[config.mk]
export PLATFORM = sky130hd
export DESIGN_NAME = botao_condicionador
export DESIGN_NICKNAME = d
export VERILOG_FILES = /design/src/rtl/botao_condicionador_pkg.sv /design/src/rtl/botao_debounce.sv /design/src/rtl/botao_condicionador.sv
export SDC_FILE = /design/constraint.sdc
export NUM_CORES = 1
export LEC_CHECK = 0
export ABC_CLOCK_PERIOD_IN_PS = 2450
export CAP_MARGIN = 20
export CORE_MARGIN = 10
export CORE_UTILIZATION = 57
export CTS_BUF_LIST = sky130_fd_sc_hd__clkbuf_16
export DETAILED_ROUTE_END_ITERATION = 6
export PLACE_DENSITY = 0.77
export SYNTH_ARGS = -nofsm -noshare
export SYNTH_HDL_FRONTEND = slang
export SYNTH_SLANG_ARGS = --single-unit
export TNS_END_PERCENT = 5
[constraint.sdc]
create_clock -name clk -period 2.45 [get_ports clk]
set_input_delay 0.49 -clock clk [delete_from_list [all_inputs] [get_ports clk]]
set_output_delay 0.49 -clock clk [all_outputs]
set_load 0.02 [all_outputs]
[src/rtl/botao_condicionador_pkg.sv]
// Shared definitions for the pedestrian button conditioner: FSM encoding and default timings.
package botao_condicionador_pkg;

  typedef enum logic [1:0] {
    ST_IDLE    = 2'd0,
    ST_PENDING = 2'd1,
    ST_LOCKOUT = 2'd2
  } state_t;

  localparam int DEBOUNCE_DEF = 4;
  localparam int LOCKOUT_DEF  = 8;
  localparam int CNT_W_DEF    = 8;

endpackage

[src/rtl/botao_debounce.sv]
// Two-flop synchroniser followed by a consecutive-sample debounce on the raw button level.
module botao_debounce
  import botao_condicionador_pkg::*;
#(
  parameter int DEBOUNCE = DEBOUNCE_DEF,
  parameter int CNT_W    = CNT_W_DEF
) (
  input  logic clk,
  input  logic rst,
  input  logic bt_raw,
  output logic pressed
);

  localparam logic [CNT_W-1:0] DCNT_LAST = CNT_W'(DEBOUNCE - 1);

  logic             s1_q;
  logic             s2_q;
  logic             db_q;
  logic             db_d;
  logic [CNT_W-1:0] dcnt_q;
  logic [CNT_W-1:0] dcnt_d;

  // The counter only runs while the synchronised level disagrees with the stable one.
  always_comb begin
    db_d   = db_q;
    dcnt_d = '0;
    if (s2_q != db_q) begin
      if (dcnt_q == DCNT_LAST) begin
        db_d = s2_q;
      end else begin
        dcnt_d = dcnt_q + CNT_W'(1);
      end
    end
  end

  always_ff @(posedge clk) begin
    if (!rst) begin
      s1_q   <= 1'b0;
      s2_q   <= 1'b0;
      db_q   <= 1'b0;
      dcnt_q <= '0;
    end else begin
      s1_q   <= bt_raw;
      s2_q   <= s1_q;
      db_q   <= db_d;
      dcnt_q <= dcnt_d;
    end
  end

  assign pressed = db_q;

endmodule

[src/rtl/botao_condicionador.sv]
// Pedestrian button conditioner: debounce, rising-edge detect and a request/ack FSM
// with a post-service lockout. bt is a one-cycle pulse that feeds semaforo.bt.
module botao_condicionador
  import botao_condicionador_pkg::*;
#(
  parameter int DEBOUNCE = DEBOUNCE_DEF,
  parameter int LOCKOUT  = LOCKOUT_DEF,
  parameter int CNT_W    = CNT_W_DEF
) (
  input  logic clk,
  input  logic rst,
  input  logic bt_raw,
  input  logic ack,
  output logic bt,
  output logic req,
  output logic pressed
);

  localparam logic [CNT_W-1:0] LCNT_INIT = (LOCKOUT > 0) ? CNT_W'(LOCKOUT - 1) : '0;

  logic             db_prev_q;
  logic             press;
  state_t           state_q;
  state_t           state_d;
  logic [CNT_W-1:0] lcnt_q;
  logic [CNT_W-1:0] lcnt_d;
  logic             bt_q;
  logic             bt_d;
  logic             req_q;
  logic             req_d;

  botao_debounce #(
    .DEBOUNCE (DEBOUNCE),
    .CNT_W    (CNT_W)
  ) u_debounce (
    .clk     (clk),
    .rst     (rst),
    .bt_raw  (bt_raw),
    .pressed (pressed)
  );

  assign press = pressed & ~db_prev_q;

  always_ff @(posedge clk) begin
    if (!rst) begin
      db_prev_q <= 1'b0;
      state_q   <= ST_IDLE;
      lcnt_q    <= '0;
      bt_q      <= 1'b0;
      req_q     <= 1'b0;
    end else begin
      db_prev_q <= pressed;
      state_q   <= state_d;
      lcnt_q    <= lcnt_d;
      bt_q      <= bt_d;
      req_q     <= req_d;
    end
  end

  always_comb begin
    state_d = state_q;
    case (state_q)
      ST_IDLE:    if (press) state_d = ST_PENDING;
      ST_PENDING: if (ack) state_d = (LOCKOUT > 0) ? ST_LOCKOUT : ST_IDLE;
      ST_LOCKOUT: if (lcnt_q == '0) state_d = ST_IDLE;
      default:    state_d = ST_IDLE;
    endcase
  end

  // Ack takes priority over a press while pending, so a press there never pulses bt.
  always_comb begin
    bt_d   = 1'b0;
    req_d  = 1'b0;
    lcnt_d = lcnt_q;
    case (state_q)
      ST_IDLE: begin
        if (press) begin
          bt_d  = 1'b1;
          req_d = 1'b1;
        end
      end
      ST_PENDING: begin
        req_d = ~ack;
        if (ack) lcnt_d = LCNT_INIT;
      end
      ST_LOCKOUT: begin
        if (lcnt_q != '0) lcnt_d = lcnt_q - CNT_W'(1);
      end
      default: begin
        lcnt_d = '0;
      end
    endcase
  end

  assign bt  = bt_q;
  assign req = req_q;

endmodule
==> run summary <==
Setup Viol. Count Final = 0
Initial antenna violation count = 0
Mapped Cells = 131
Post-Syn Area per Cell = 9.07 sq um
H-tree depth = 1
Die Ht = 65.7 microns
Std-Cell Rows = 16
GR Util All Layers = 11.4%
Detailed placement HPWL = 1.62 mm
EDFF count, synth = 0
F_max = 550 MHz
Most frequent cells in the layout = dfxtp_1 (24), nor2_1 (16), nand2_1 (12)
Cell count after placement = 161
RePlAce Congestion = 0.814
Final nets = 149
Total gr overflow = 0
CTS tree = yes
Post-cts gate resize count = 0
Slew HR = 57.1%
Cell Area, Placed = 1270 sq um
Synth async-reset ratio = 0%
Biggest regs = lcnt_q (8), u_debounce.dcnt_q (8), state_q (2)
Drt total wl = 2.23 mm
Number of hold buffers added after CTS = 0
Num CTS Buffers = 3
CP startpoint kind = register
Most used DFF post-synth = dfxtp_1
ANT nets after route = 0
Reg-to-Reg End = lcnt_q[5]
Syn nets = 141
R2R Setup Slk = 0.63 ns
Vias in the first global route = 902
Power Total = 0.00104 W
Final Slew Violations = 0
Register area share after synthesis = 40.4%
Worst Setup EP = lcnt_q[5]
Maximum buffer depth of the clock tree = 2
Worst setup startpoint = state_q[1]
Syn-to-layout area delta = 15.5%
Max-cap violations = 0
Worst-path clk slew = 0.06 ns
Unique cell type count in the Yosys netlist = 37
CTS sink cnt = 24
Yosys warns = 0
Die X = 65.7 microns
Final Non-Filler Cells = 165
Final min period = 1.82 ns
DRC errors left = 0
DR pass1 iterations = 4
Starting Density = 60.0%
Worst Setup Path Type = register to register
Number of synthesized register bits = 24
Worst slew pin tran = 0.639 ns
Critical-path top delay cell = a311o_4
Largest net degree at the start of global routing = 16
Setup TNS = 0 ns
First-iteration detailed-routing DRC count = 34
R2r startpoint = state_q[1]
Ratio of cells with drive above 1 in the final layout = 9.42%
Clock Skew = 0.00178 ns
Worst EP arrival = 2.01 ns
Core footprint = 1980 sq um
ANT cells = 0
Skew-Pair Late Insertion Delay = 0.25 ns
Hold Vio Cnt, Final = 0
Cell area after layout = 1370 sq um
Cell breakdown of the critical path = inv_1 -> ha_1 -> nor2b_4 -> a311o_4 -> or3_1 -> a21oi_1
Die area = 4310 sq um
Top Ports = 7
Hold Path Class = register to register
Critical path required time = 2.64 ns
Tcrit/Tclk final = 74.2%
Root Buffer = clkbuf_16
Hold slack = 0.439 ns
Largest stage delay on the critical path = 0.42 ns
Vias = 918
VDD IR max = 0.674 mV
Routed WL per cell = 13.5 microns
Worst setup EP type = register
Synthesized area = 1190 sq um
Setup Fix Bufs, Post-CTS = 0
Register-to-Register Path Depth = 6
CP max FO = 8
Buffers on Ports = 6
Leakage = 0.537 nW
PwrDens = 756 nW/um^2
Unrepaired setup endpoints after global routing = false
Most common cell after layout, fill and taps aside = dfxtp_1
First-pass GRT wire length = 3.95 mm
Fillcell total = 144
Status = finished, final reports clean
Via/cell ratio = 5.56
## layer usage
layer | global-route usage (%) | routed length [microns] | vias up
li1 | - | - | 477
met1 | 14.4 | 1130 | 424
met4 | 5.61 | 17 | 0
met3 | 4.58 | 111 | 2
met5 | 0 | 0 | -
met2 | 16.3 | 966 | 15
## where the power goes
part / internal, W / leakage (nW) / switching [W]
combinational: 0.0000695 / 0.292 / 0.0000945
clock: 0.000324 / 0.0511 / 0.000134
sequential: 0.000404 / 0.194 / 0.0000121
## through the flow
stage	worst slack (ns)	util (%)
floorplan	0.674	-
global placement	0.434	64.0
detailed placement	0.398	64.0
CTS	0.618	69.3
global route	0.490	69.3
finish	0.632	69.3
## worst min-delay path by stage
| stage | to | depth (start not counted) | start | slack, ns |
|---|---|---|---|---|
| CTS | u_debounce.s2_q | 1 | u_debounce.s1_q | 0.44 |
| finish | u_debounce.s2_q | 1 | u_debounce.s1_q | 0.44 |
| global route | u_debounce.s2_q | 1 | u_debounce.s1_q | 0.45 |
| floorplan | u_debounce.s2_q | 1 | u_debounce.s1_q | 0.41 |
| global placement | u_debounce.s2_q | 1 | u_debounce.s1_q | 0.42 |
| detailed placement | u_debounce.s2_q | 1 | u_debounce.s1_q | 0.43 |
## critical path: cells and delay by family, from the launching register on
family                     cells  cell delay, ns
adders and majority gates      1            0.23
DFF                            1            0.35
and+or+nand+nor                2            0.53
buffers and inverters          1            0.08
AOI/OAI and AO/OA              2            0.56
## final cells by class
| class | count | area (sq um) | share of cell area [%] |
|---|---|---|---|
| Timing Repair Buffer | 7 | 67.6 | 4.92 |
| Tap cell | 27 | 33.8 | 2.46 |
| Clock inverter | 1 | 30.0 | 2.19 |
| Sequential cell | 24 | 480 | 35.0 |
| Clock buffer | 3 | 75.1 | 5.47 |
| Inverter | 7 | 26.3 | 1.91 |
| Multi-Input combinational cell | 96 | 659 | 48.0 |
## synth_stat cells, drive strengths merged (2+ instances only)
cell    instances  area share (%)
dfxtp          24              40
nor2           16             5.1
nand2          12             3.8
nand3          10             4.2
inv             7             2.2
ha              6             6.3
xor2            6             4.4
a21boi          5             3.2
and2            4             2.1
clkbuf          3            0.95
nor3            3             1.3
o211ai          3             1.9
o21ai           3             1.3
a21o            2             1.5
a21oi           2            0.84
and3            2             1.1
nand2b          2             1.1
nand4           2             1.1
nor4b           2             2.7
o31ai           2             1.3
## cells by family (layout without fill, tap and decap cells)
| logic type | after synthesis | in the layout | synth area share, % |
|---|---|---|---|
| AND/OR/NAND/NOR | 56 | 56 | 24.7 |
| AO/OA/AOI/OAI | 26 | 26 | 18.4 |
| adder cells (fa/ha/maj) | 6 | 6 | 6.32 |
| flip-flops | 24 | 24 | 40.4 |
| multiplexers | 1 | 1 | 0.842 |
| buffers and inverters | 11 | 18 | 4.11 |
| XOR/XNOR | 7 | 7 | 5.16 |
Note: power is estimated with default switching activity, not from simulation.
